$ cat config.mk
export PLATFORM = sky130hd
export DESIGN_NAME = comparator_period_meter
export DESIGN_NICKNAME = d
export VERILOG_FILES = /design/src/rtl/sdma_pkg.sv /design/src/rtl/glitch_filter.sv /design/src/rtl/comparator_period_meter.sv
export SDC_FILE = /design/constraint.sdc
export NUM_CORES = 1
export LEC_CHECK = 0
export BUFFER_PORTS_ARGS = -buffer_cell sky130_fd_sc_hd__buf_2
export CAP_MARGIN = 20
export CORE_MARGIN = 4
export CORE_UTILIZATION = 63
export DETAILED_ROUTE_END_ITERATION = 16
export GPL_TIMING_DRIVEN = 0
export MAX_ROUTING_LAYER = met4
export PLACE_DENSITY = 0.89
export SLEW_MARGIN = 25
export SYNTH_ARGS = -nofsm -noshare
export SYNTH_HDL_FRONTEND = slang
export SYNTH_SLANG_ARGS = --single-unit
$ cat constraint.sdc
create_clock -name clk -period 9.8 [get_ports clk]
set_clock_uncertainty 0.2 [all_clocks]
set_input_delay 0.49 -clock clk [delete_from_list [all_inputs] [get_ports clk]]
set_output_delay 0.49 -clock clk [all_outputs]
set_load 0.03 [all_outputs]
$ cat src/rtl/sdma_pkg.sv
// rtl/sdma_pkg.sv - shared types and defaults for the comparator period meter
package sdma_pkg;

    localparam int CNT_W    = 18;
    localparam int AVG_LOG2 = 3;

    typedef enum logic [1:0] {IDLE, ARM, MEAS} pm_state_t;

    typedef logic [CNT_W-1:0] period_t;

endpackage

$ cat src/rtl/glitch_filter.sv
// rtl/glitch_filter.sv - two-flop synchroniser, persistence deglitcher and rising-edge pulse
module glitch_filter #(
    parameter int GLITCH_CYC = 8
) (
    input  logic clk,
    input  logic rst,
    input  logic signal_in,
    output logic filt,
    output logic rise
);

    localparam int PW = (GLITCH_CYC > 1) ? $clog2(GLITCH_CYC) : 1;
    localparam logic [PW-1:0] PCNT_LAST = PW'(GLITCH_CYC - 1);

    logic          sync1_q, sync2_q;
    logic [PW-1:0] pcnt_q, pcnt_d;
    logic          filt_q, filt_d;
    logic          rise_q, rise_d;

    // A new level must be seen on GLITCH_CYC consecutive cycles; any agreeing cycle restarts the count.
    always_comb begin
        pcnt_d = '0;
        filt_d = filt_q;
        if (sync2_q != filt_q) begin
            if (pcnt_q == PCNT_LAST) begin
                filt_d = sync2_q;
            end else begin
                pcnt_d = pcnt_q + PW'(1);
            end
        end
        rise_d = filt_d & ~filt_q;
    end

    always_ff @(posedge clk or posedge rst) begin
        if (rst) begin
            sync1_q <= 1'b0;
            sync2_q <= 1'b0;
            pcnt_q  <= '0;
            filt_q  <= 1'b0;
            rise_q  <= 1'b0;
        end else begin
            sync1_q <= signal_in;
            sync2_q <= sync1_q;
            pcnt_q  <= pcnt_d;
            filt_q  <= filt_d;
            rise_q  <= rise_d;
        end
    end

    assign filt = filt_q;
    assign rise = rise_q;

endmodule

$ cat src/rtl/comparator_period_meter.sv
// rtl/comparator_period_meter.sv - measures, averages and qualifies the comparator square-wave period
module comparator_period_meter #(
    parameter int CNT_W      = sdma_pkg::CNT_W,
    parameter int GLITCH_CYC = 8,
    parameter int AVG_LOG2   = sdma_pkg::AVG_LOG2,
    parameter int STABLE_TOL = 4,
    parameter int STABLE_N   = 4
) (
    input  logic             clk,
    input  logic             rst,
    input  logic             signal_in,
    input  logic             en,
    output logic [CNT_W-1:0] period,
    output logic             period_valid,
    output logic             stable,
    output logic             timeout
);

    import sdma_pkg::*;

    localparam int ACC_W = CNT_W + AVG_LOG2;
    localparam int MW    = $clog2(STABLE_N + 1);

    localparam logic [CNT_W-1:0]    CNT_MAX   = '1;
    localparam logic [AVG_LOG2-1:0] N_LAST    = '1;
    localparam logic [MW-1:0]       MATCH_MAX = MW'(STABLE_N);
    localparam logic [CNT_W:0]      TOL       = (CNT_W + 1)'(STABLE_TOL);

    logic rise;
    logic filt_unused;

    glitch_filter #(
        .GLITCH_CYC(GLITCH_CYC)
    ) u_glitch_filter (
        .clk       (clk),
        .rst       (rst),
        .signal_in (signal_in),
        .filt      (filt_unused),
        .rise      (rise)
    );

    pm_state_t            state_q, state_d;
    logic [CNT_W-1:0]     cnt_q, cnt_d;
    logic [ACC_W-1:0]     acc_q, acc_d;
    logic [AVG_LOG2-1:0]  n_q, n_d;
    logic [CNT_W-1:0]     period_q, period_d;
    logic                 valid_q, valid_d;
    logic [MW-1:0]        match_q, match_d;
    logic                 have_prev_q, have_prev_d;
    logic                 timeout_q, timeout_d;
    logic                 stable_q, stable_d;

    logic [CNT_W-1:0]     sample;
    logic [ACC_W-1:0]     acc_sum;
    logic [CNT_W-1:0]     avg;
    logic [CNT_W-1:0]     diff;
    logic                 within_tol;

    // cnt holds cycles since the last edge minus one, so the edge's sample is the exact period.
    always_comb begin
        sample     = (cnt_q == CNT_MAX) ? cnt_q : cnt_q + CNT_W'(1);
        acc_sum    = acc_q + ACC_W'(sample);
        avg        = CNT_W'(acc_sum >> AVG_LOG2);
        diff       = (avg >= period_q) ? avg - period_q : period_q - avg;
        within_tol = ({1'b0, diff} <= TOL);
    end

    always_comb begin
        state_d     = state_q;
        cnt_d       = cnt_q;
        acc_d       = acc_q;
        n_d         = n_q;
        period_d    = period_q;
        valid_d     = 1'b0;
        match_d     = match_q;
        have_prev_d = have_prev_q;
        timeout_d   = timeout_q;

        if (!en) begin
            state_d     = IDLE;
            cnt_d       = '0;
            acc_d       = '0;
            n_d         = '0;
            match_d     = '0;
            have_prev_d = 1'b0;
            timeout_d   = 1'b0;
        end else begin
            case (state_q)
                IDLE: begin
                    cnt_d   = '0;
                    acc_d   = '0;
                    n_d     = '0;
                    state_d = ARM;
                end
                ARM: begin
                    if (rise) begin
                        state_d   = MEAS;
                        cnt_d     = '0;
                        acc_d     = '0;
                        n_d       = '0;
                        timeout_d = 1'b0;
                    end else if (cnt_q == CNT_MAX) begin
                        cnt_d       = '0;
                        match_d     = '0;
                        have_prev_d = 1'b0;
                        timeout_d   = 1'b1;
                    end else begin
                        cnt_d = cnt_q + CNT_W'(1);
                    end
                end
                MEAS: begin
                    if (rise) begin
                        cnt_d     = '0;
                        timeout_d = 1'b0;
                        if (n_q == N_LAST) begin
                            acc_d       = '0;
                            n_d         = '0;
                            period_d    = avg;
                            valid_d     = 1'b1;
                            have_prev_d = 1'b1;
                            if (!have_prev_q || !within_tol) begin
                                match_d = '0;
                            end else if (match_q != MATCH_MAX) begin
                                match_d = match_q + MW'(1);
                            end
                        end else begin
                            acc_d = acc_sum;
                            n_d   = n_q + AVG_LOG2'(1);
                        end
                    end else if (cnt_q == CNT_MAX) begin
                        // Lost signal: discard the partial window and re-arm.
                        state_d     = ARM;
                        cnt_d       = '0;
                        acc_d       = '0;
                        n_d         = '0;
                        match_d     = '0;
                        have_prev_d = 1'b0;
                        timeout_d   = 1'b1;
                    end else begin
                        cnt_d = cnt_q + CNT_W'(1);
                    end
                end
                default: begin
                    state_d = IDLE;
                end
            endcase
        end

        stable_d = (match_d == MATCH_MAX) && !timeout_d;
    end

    always_ff @(posedge clk or posedge rst) begin
        if (rst) begin
            state_q     <= IDLE;
            cnt_q       <= '0;
            acc_q       <= '0;
            n_q         <= '0;
            period_q    <= '0;
            valid_q     <= 1'b0;
            match_q     <= '0;
            have_prev_q <= 1'b0;
            timeout_q   <= 1'b0;
            stable_q    <= 1'b0;
        end else begin
            state_q     <= state_d;
            cnt_q       <= cnt_d;
            acc_q       <= acc_d;
            n_q         <= n_d;
            period_q    <= period_d;
            valid_q     <= valid_d;
            match_q     <= match_d;
            have_prev_q <= have_prev_d;
            timeout_q   <= timeout_d;
            stable_q    <= stable_d;
        end
    end

    assign period       = period_q;
    assign period_valid = valid_q;
    assign stable       = stable_q;
    assign timeout      = timeout_q;

endmodule
## Word-level counts from Yosys, hierarchy flattened

Cells that the tools add are included.

- $add $sub $neg: 7
- Order comparisons: 2
- Eq/ne operators: 17
- Mux-type cells: 49
- Bitwise gates (word level): 2
- Reduce and logical (&&, ||, !) cells: 11

Operators with widths:

| operator | count |
|---|---|
| 21-bit 2-to-1 mux | 5 |
| 18-bit 2-to-1 mux | 5 |
| 21-bit case mux with 3 select lines | 1 |
| 3-bit 2-to-1 mux | 14 |
| 18-bit case mux with 2 select lines | 1 |
| 18-bit subtractor | 2 |
| 21-bit by 18-bit adder with 21-bit output | 1 |
| 18-bit by 1-bit adder with 18-bit output, second input constant | 1 |
| 18-bit == test, second input constant | 1 |
| 18-bit >= comparator | 1 |
| 18-bit by 3-bit less-or-equal comparator with 1-bit output, second input constant | 1 |
| 1-bit 2-to-1 mux | 15 |
| 3-bit != test, second input constant | 4 |
| 3-bit by 1-bit adder with 3-bit output, second input constant | 3 |
| 3-bit == test, second input constant | 3 |
| 3-bit case mux with 3 select lines | 1 |
| 3-bit AND reduction | 3 |
| 2-bit 2-to-1 mux | 4 |
| 3-bit by 2-bit != test with 1-bit output, second input constant | 2 |
| 2-bit case mux with 3 select lines | 1 |
| 3-bit case mux with 2 select lines | 1 |
| 4-bit by 1-bit != test with 1-bit output, second input constant | 1 |
| 4-bit by 3-bit != test with 1-bit output, second input constant | 1 |
| 4-bit != test, second input constant | 1 |
| other kinds (13) | 15 |

- Flip-flop bits (word level): 76
- Input port bits: 4
- Word-level logic and storage cells: 103

## Longest topological paths before layout

- Word-level depth: 15
- Depth in mapped cells: 38
- Gate-level depth less buffers: 34

## Modules after synthesis

From an unflattened synthesis, not the netlist that was laid out.

- Cells, all modules: 746
- Area, all modules: 6207.2 µm²

By module, submodules not included:

| module | instances | cells each | area each (µm²) | seq. area each (µm²) |
|---|---|---|---|---|
| comparator_period_meter | 1 | 730 | 5948.2 | 1726.7 |
| glitch_filter | 1 | 16 | 259.0 | 175.2 |

## Worst setup path after synthesis

OpenSTA, ideal clock, no wires.

- Kind: register -> register
- From: register cnt_q[0]
- To: register stable_q, in the netlist stable
- Setup time: 133 ps
- Arrival time: 7681 ps
- Data required time: 9467 ps
- Slack: 1787 ps
- Stages on the path, launching flop included: 37
- Clock period less this slack: 8013 ps
- Cell sequence: dfrtp_1 ha_1 and4_1 and2_1 and3_1 buf_2 nand2_1 nor4_2 and3_1 inv_2 clkbuf_1 buf_1 ha_1 inv_1 ha_1 a21o_1 a21oi_1 nor2b_1 nor4_1 or4_1 a31oi_1 a41oi_1 a2111oi_1 xnor2_1 inv_1 ha_1 o21a_1 nor2_1 nor2_1 o2bb2ai_1 or2_1 mux2_2 a21oi_1 or4b_4 a2111o_1 o311ai_2 a211oi_2

- Longest elaborated chain between the ends: 15
- Elaborated cells between the ends (all ways): 25
- Those cells by class: add/sub: 4; order compare: 2; eq/ne: 2; mux: 13; reduce/logical: 4

Ends and longest elaborated chain:

| what | RTL line | source |
|---|---|---|
| start: declaration | comparator_period_meter.sv:43 | `logic [CNT_W-1:0] cnt_q, cnt_d;` |
| start signal: assignment | comparator_period_meter.sv:166 | `cnt_q <= cnt_d;` |
| 18-bit by 1-bit adder with 18-bit output or 18-bit == test (tied branches) | comparator_period_meter.sv:61 | `sample = (cnt_q == CNT_MAX) ? cnt_q : cnt_q + CNT_W'(1);` |
| 18-bit 2-to-1 mux * | comparator_period_meter.sv:61 |  |
| 21-bit by 18-bit adder with 21-bit output * | comparator_period_meter.sv:62 | `acc_sum = acc_q + ACC_W'(sample);` |
| named net acc_sum[19] | comparator_period_meter.sv:54 | `logic [ACC_W-1:0] acc_sum;` |
| 18-bit subtractor or 18-bit >= comparator (tied branches) | comparator_period_meter.sv:64 | `diff = (avg >= period_q) ? avg - period_q : period_q - avg;` |
| 18-bit 2-to-1 mux * | comparator_period_meter.sv:64 |  |
| 18-bit by 3-bit less-or-equal comparator with 1-bit output * | comparator_period_meter.sv:65 | `within_tol = ({1'b0, diff} <= TOL);` |
| 1-bit zero test * | comparator_period_meter.sv:121 | `if (!have_prev_q \|\| !within_tol) begin` |
| [2 not listed] | n/a |  |
| 3-bit 2-to-1 mux * | comparator_period_meter.sv:115 | `if (n_q == N_LAST) begin` |
| 3-bit 2-to-1 mux * | comparator_period_meter.sv:112 | `if (rise) begin` |
| 3-bit case mux with 2 select lines * | comparator_period_meter.sv:88 | `case (state_q)` |
| 3-bit 2-to-1 mux * | comparator_period_meter.sv:79 | `if (!en) begin` |
| named net match_d[0] | comparator_period_meter.sv:48 | `logic [MW-1:0] match_q, match_d;` |
| 3-bit == test * | comparator_period_meter.sv:149 | `stable_d = (match_d == MATCH_MAX) && !timeout_d;` |
| 1-bit logical AND * | comparator_period_meter.sv:149 |  |
| named net stable_d | comparator_period_meter.sv:51 | `logic stable_q, stable_d;` |
| end signal: assignment | comparator_period_meter.sv:174 | `stable_q <= stable_d;` |
| end: declaration | comparator_period_meter.sv:51 |  |

The timed path passes the listed nets; every way through them passes the cells marked *.
A chain may end at the register's enable or synchronous reset.

## Worst setup path in the final report

- From: register cnt_q[0]
- To: register stable_q, in the netlist stable

- Longest elaborated chain between the ends: 15
- Elaborated cells between the ends (all ways): 25
- Those cells by class: add/sub: 4; order compare: 2; eq/ne: 2; mux: 13; reduce/logical: 4

Ends and longest elaborated chain:

| what | RTL line |
|---|---|
| 18-bit by 1-bit adder with 18-bit output or 18-bit == test (tied branches) | comparator_period_meter.sv:61 |
| 18-bit 2-to-1 mux * | comparator_period_meter.sv:61 |
| 21-bit by 18-bit adder with 21-bit output * | comparator_period_meter.sv:62 |
| named net acc_sum[18] | comparator_period_meter.sv:54 |
| 18-bit subtractor or 18-bit >= comparator (tied branches) | comparator_period_meter.sv:64 |
| 18-bit 2-to-1 mux * | comparator_period_meter.sv:64 |
| 18-bit by 3-bit less-or-equal comparator with 1-bit output * | comparator_period_meter.sv:65 |
| 1-bit zero test * | comparator_period_meter.sv:121 |
| 1-bit logical OR * | comparator_period_meter.sv:121 |
| 3-bit 2-to-1 mux * | comparator_period_meter.sv:121 |
| 3-bit 2-to-1 mux * | comparator_period_meter.sv:115 |
| 3-bit 2-to-1 mux * | comparator_period_meter.sv:112 |
| 3-bit case mux with 2 select lines * | comparator_period_meter.sv:88 |
| 3-bit 2-to-1 mux * | comparator_period_meter.sv:79 |
| 3-bit == test * | comparator_period_meter.sv:149 |
| 1-bit logical AND * | comparator_period_meter.sv:149 |
| named net stable_d | comparator_period_meter.sv:51 |

Marked as above.

==> metrics.txt <==
# TYPE chip_impl_metric gauge
chip_impl_metric{name="global_router_s_overall_resource_usage",unit=""} 0.2984
chip_impl_metric{name="place.port_buffers",unit=""} 24
chip_impl_metric{name="fillerInstances",unit=""} 770
chip_impl_metric{name="postSynthCellCount",unit=""} 768
chip_impl_metric{name="clkTransAtPathRegs",unit="ns"} 0.07
chip_impl_metric{name="die_height",unit="um"} 107.6
chip_impl_metric{name="pins_over_slew_limit",unit=""} 0
chip_impl_metric{name="grt_start_max_net_pins",unit=""} 55
chip_impl_metric{name="worst-r2r-setup-slack",unit="ns"} 0.52
chip_impl_metric{name="cpPeakStageDelay",unit="ns"} 0.50
chip_impl_metric{name="clock-sinks",unit=""} 76
chip_impl_metric{name="wirelength",unit="um"} 16440
chip_impl_metric{name="layout_setup_ws",unit="ns"} 0.5241
chip_impl_info{name="critPathCaptureType",value="flop"} 1
chip_impl_metric{name="yosysWarnings",unit=""} 0
chip_impl_metric{name="fp.coreArea",unit="um2"} 9729
chip_impl_metric{name="htreeDepth",unit=""} 3
chip_impl_metric{name="seq_area",unit="um2"} 1902
chip_impl_metric{name="total_die_area",unit="um2"} 11580
chip_impl_metric{name="first_iter_violations",unit=""} 564
chip_impl_metric{name="initial_utilization",unit=""} 0.6425
chip_impl_info{name="ys.flop_type",value="dfrtp_1"} 1
chip_impl_metric{name="seq_area_frac_synth",unit=""} 0.3042
chip_impl_info{name="worst_hold_path.endpoint",value="u_glitch_filter.sync1_q$_DFF_PP0_"} 1
chip_impl_info{name="timing.critical_path.slowest_stage_cell",value="or4b_4"} 1
chip_impl_metric{name="grt_antenna_before_repair",unit=""} 0
chip_impl_metric{name="ys_types",unit=""} 75
chip_impl_metric{name="grt_pass1_vias",unit=""} 5638
chip_impl_metric{name="detailroute.wirelength.met3",unit="um"} 840
chip_impl_metric{name="cts_setup_buffers",unit=""} 0
chip_impl_metric{name="yosys.area.top_type_share",unit=""} 0.3042
chip_impl_metric{name="hold_violations",unit=""} 0
chip_impl_metric{name="tns",unit="ns"} 0
chip_impl_metric{name="ys_ff_latch",unit=""} 76
chip_impl_metric{name="synth_enable_flop_cells",unit=""} 0
chip_impl_info{name="worst_r2r_start",value="cnt_q[0]$_DFFE_PP0P_"} 1
chip_impl_info{name="result_of_the_run",value="finished clean"} 1
chip_impl_metric{name="max_slew.worst_pin.slew",unit="ns"} 1.066
chip_impl_metric{name="multiInputGateArea",unit="um2"} 4055
chip_impl_metric{name="tritoncts.num_buffers",unit=""} 9
chip_impl_metric{name="clk_path_buf_depth",unit=""} 2
chip_impl_metric{name="avgRoutedWirePerCell",unit="um"} 17.45
chip_impl_metric{name="ioPinCount",unit=""} 25
chip_impl_metric{name="fp-row-count",unit=""} 36
chip_impl_metric{name="dp.cells",unit=""} 926
chip_impl_info{name="yosys-top-cells-area",value="dfrtp_1 (30%), ha_1 (13%), o21ai_0 (7.6%)"} 1
chip_impl_metric{name="post_synth.cell_area_avg",unit="um2"} 8.139
chip_impl_metric{name="route.met2.wl",unit="um"} 8137
chip_impl_metric{name="detailedRoute.firstPassIterationCount",unit=""} 6
chip_impl_info{name="min_delay_path_class",value="in2reg"} 1
chip_impl_metric{name="netlist_area",unit="um2"} 6251
chip_impl_info{name="hp-start",value="signal_in"} 1
chip_impl_metric{name="met1Wirelength",unit="um"} 7013
chip_impl_metric{name="insertedDiodeCount",unit=""} 0
chip_impl_metric{name="drc_errors",unit=""} 0
chip_impl_metric{name="fin_hold_ws",unit="ns"} 0.03335
chip_impl_metric{name="ys_async_sr_fraction",unit=""} 1.000
chip_impl_metric{name="drt.antenna.violating_nets",unit=""} 0
chip_impl_metric{name="route.detailed.vias_per_inst",unit=""} 6.221
chip_impl_info{name="top_layer",value="met4"} 1
chip_impl_info{name="grt_setup_unrepaired",value="no"} 1
chip_impl_metric{name="max_cap_viol_count",unit=""} 0
chip_impl_metric{name="routabilityCongestion",unit=""} 0.9168
chip_impl_metric{name="power_density_over_cell_area",unit="nW/um2"} 102.5
chip_impl_info{name="critPathMostFrequentCell",value="ha_1"} 1
chip_impl_metric{name="fin_crit",unit="ns"} 9.276
chip_impl_info{name="worst-setup-path-type",value="reg2reg"} 1
chip_impl_metric{name="place_ws",unit="ns"} 0.4211
chip_impl_info{name="clockRootBuffer",value="clkbuf_8"} 1
chip_impl_metric{name="post_layout_nonfiller_instances",unit=""} 942
chip_impl_metric{name="peakVddDrop",unit="V"} 0.0001538
chip_impl_metric{name="setup_violations",unit=""} 0
chip_impl_metric{name="cp.required",unit="ns"} 9.88
chip_impl_metric{name="holdPathStages",unit=""} 1
chip_impl_metric{name="dp_hpwl",unit="um"} 12540
chip_impl_info{name="cp-start-kind",value="flop"} 1
chip_impl_metric{name="syn2layout_area_growth",unit="%"} 9.287
chip_impl_metric{name="maximum_clock_frequency",unit="MHz"} 107.8
chip_impl_metric{name="wire_length_of_the_first_global_routing_pass",unit="um"} 26950
chip_impl_metric{name="p_leak",unit="nW"} 3.432
chip_impl_metric{name="worst-r2r-cell-count",unit=""} 36
chip_impl_metric{name="overflow",unit=""} 0
chip_impl_metric{name="clock_insertion_delay_worst_skew",unit="ns"} 0.36
chip_impl_info{name="rr_endpoint",value="stable$_DFF_PP0_"} 1
chip_impl_metric{name="design.final.nets",unit=""} 874
chip_impl_metric{name="fp.dieW",unit="um"} 107.6
chip_impl_metric{name="timing.max_slew.rel_slack",unit=""} 0.2877
chip_impl_metric{name="detailroute.via_count",unit=""} 5860
chip_impl_info{name="yosysTopAreaCell",value="dfrtp_1"} 1
chip_impl_info{name="tritoncts",value="done"} 1
chip_impl_metric{name="min_period_over_period",unit=""} 0.9465
chip_impl_metric{name="critPathArrivalTime",unit="ns"} 9.36
chip_impl_metric{name="syn-num-nets",unit=""} 837
chip_impl_metric{name="path_max_fanout",unit=""} 10
chip_impl_metric{name="ratio_of_cells_with_drive_above_1_in_the_final_layout",unit=""} 0.08529
==> worst max path at each step <==
stage	from	to	slack (ns)
finish	cnt_q[0]$_DFFE_PP0P_	stable$_DFF_PP0_	0.52
detailed placement	cnt_q[0]$_DFFE_PP0P_	stable$_DFF_PP0_	0.42
global route	cnt_q[0]$_DFFE_PP0P_	stable$_DFF_PP0_	0.01
global placement	cnt_q[0]$_DFFE_PP0P_	stable$_DFF_PP0_	0.63
floorplan	cnt_q[0]$_DFFE_PP0P_	stable$_DFF_PP0_	1.79
CTS	cnt_q[0]$_DFFE_PP0P_	stable$_DFF_PP0_	0.30
==> report_power, final <==
| part | internal, mW | switching, mW |
|---|---|---|
| combinational | 0.0378 | 0.0805 |
| clock | 0.137 | 0.112 |
| sequential | 0.324 | 0.00902 |
==> cell usage after synthesis, types with 3 or more instances <==
master      n
o22ai_1     3
xor2_1     18
and3_1     21
a31oi_1    11
nor2b_1     6
buf_2       6
nand2b_1    6
nand2_1    99
nor4_1      3
xnor2_1    26
or3_1       5
and2_1      9
ha_1       64
o21a_1      9
o21bai_1    3
clkbuf_1   24
o2111ai_1   3
nand4_1     4
inv_1      57
a211o_1     3
a21o_1     10
nor2_1     51
nor3_1     12
nand3_1    20
a22o_1      6
o31ai_1     8
a21oi_1    47
mux2i_1     7
dfrtp_1    76
a211oi_1    4
o21ai_0    95
==> sequential cells by signal, indices dropped and copies added (netlist names) <==
| name | count |
|---|---|
| u_glitch_filter.filt | 1 |
| timeout | 1 |
| u_glitch_filter.pcnt_q | 3 |
| cnt_q | 18 |
| have_prev_q | 1 |
| u_glitch_filter.sync1_q | 1 |
| state_q | 2 |
| u_glitch_filter.rise | 1 |
| period | 18 |
| n_q | 3 |
| stable | 1 |
| match_q | 3 |
| acc_q | 21 |
| u_glitch_filter.sync2_q | 1 |
| period_valid | 1 |
==> worst max-delay path, delay by kind of cell, from the launching register on <==
family	cells	cell delay, ns
buffers and inverters	6	0.92
adder cells (fa/ha/maj)	5	1.62
AND/OR/NAND/NOR	11	2.86
AO/OA/AOI/OAI	12	2.59
multiplexers	1	0.37
flip-flops	1	0.41
XOR/XNOR	1	0.22
==> kinds of logic after synthesis <==
family / synth area share
buf+inv: 0.05525
flops: 0.3042
fa+ha+maj: 0.1313
mux: 0.01481
compound gates: 0.2422
simple gates: 0.1906
xor+xnor: 0.06165
==> stage by stage <==
| stage | util | total power, mW | cell area [um2] |
|---|---|---|---|
| 6_report | 0.7022 | 0.7006 | 6832 |
| 5_1_grt | 0.7022 | 0.7322 | 6832 |
| 4_1_cts | 0.6969 | 0.6978 | 6780 |
| 3_5_place_dp | 0.6750 | 0.4525 | 6568 |
| 3_3_place_gp | 0.6719 | 0.4441 | 6538 |
| 2_1_floorplan | - | 0.4200 | 6251 |
==> cell usage in the layout (no fill, tap or decap), drive strengths merged, types with 6 or more instances in the layout <==
cell type and n:
inv 58, dfrtp 76, and2 9, xor2 18, nor2 52, mux2i 7, o21a 9, buf 33
nor2b 7, nand2b 6, nand2 99, xnor2 26, nand3 20, a31oi 11, nor3 12, and3 21
ha 64, a21oi 47, clkbuf 38, o21ai 96, o31ai 8, a21o 10, a22o 6
==> metal layers <==
layer  vias up  GRT usage
met1      2788     0.3718
li1       2774          -
met2       249     0.4956
met4         0     0.1226
met5         -          -
met3        49    0.03479
==> repair_timing <==
action / in CTS / in global routing
gates resized for setup: 0 / 7
endpoints found under the hold margin: 22 / 0
hold buffers: 1 / 0
endpoints found under the setup margin: 0 / 4
==> final cells by class <==
type | instances | share of cell area
Tap cell | 133 | 0.02436
Timing Repair Buffer | 26 | 0.02308
Sequential cell | 76 | 0.2784
Buffer | 32 | 0.01868
Inverter | 58 | 0.03223
Multi-Input combinational cell | 602 | 0.5936
Clock inverter | 1 | 0.004396
Clock buffer | 14 | 0.02527
(Power assumes the default switching activity.)
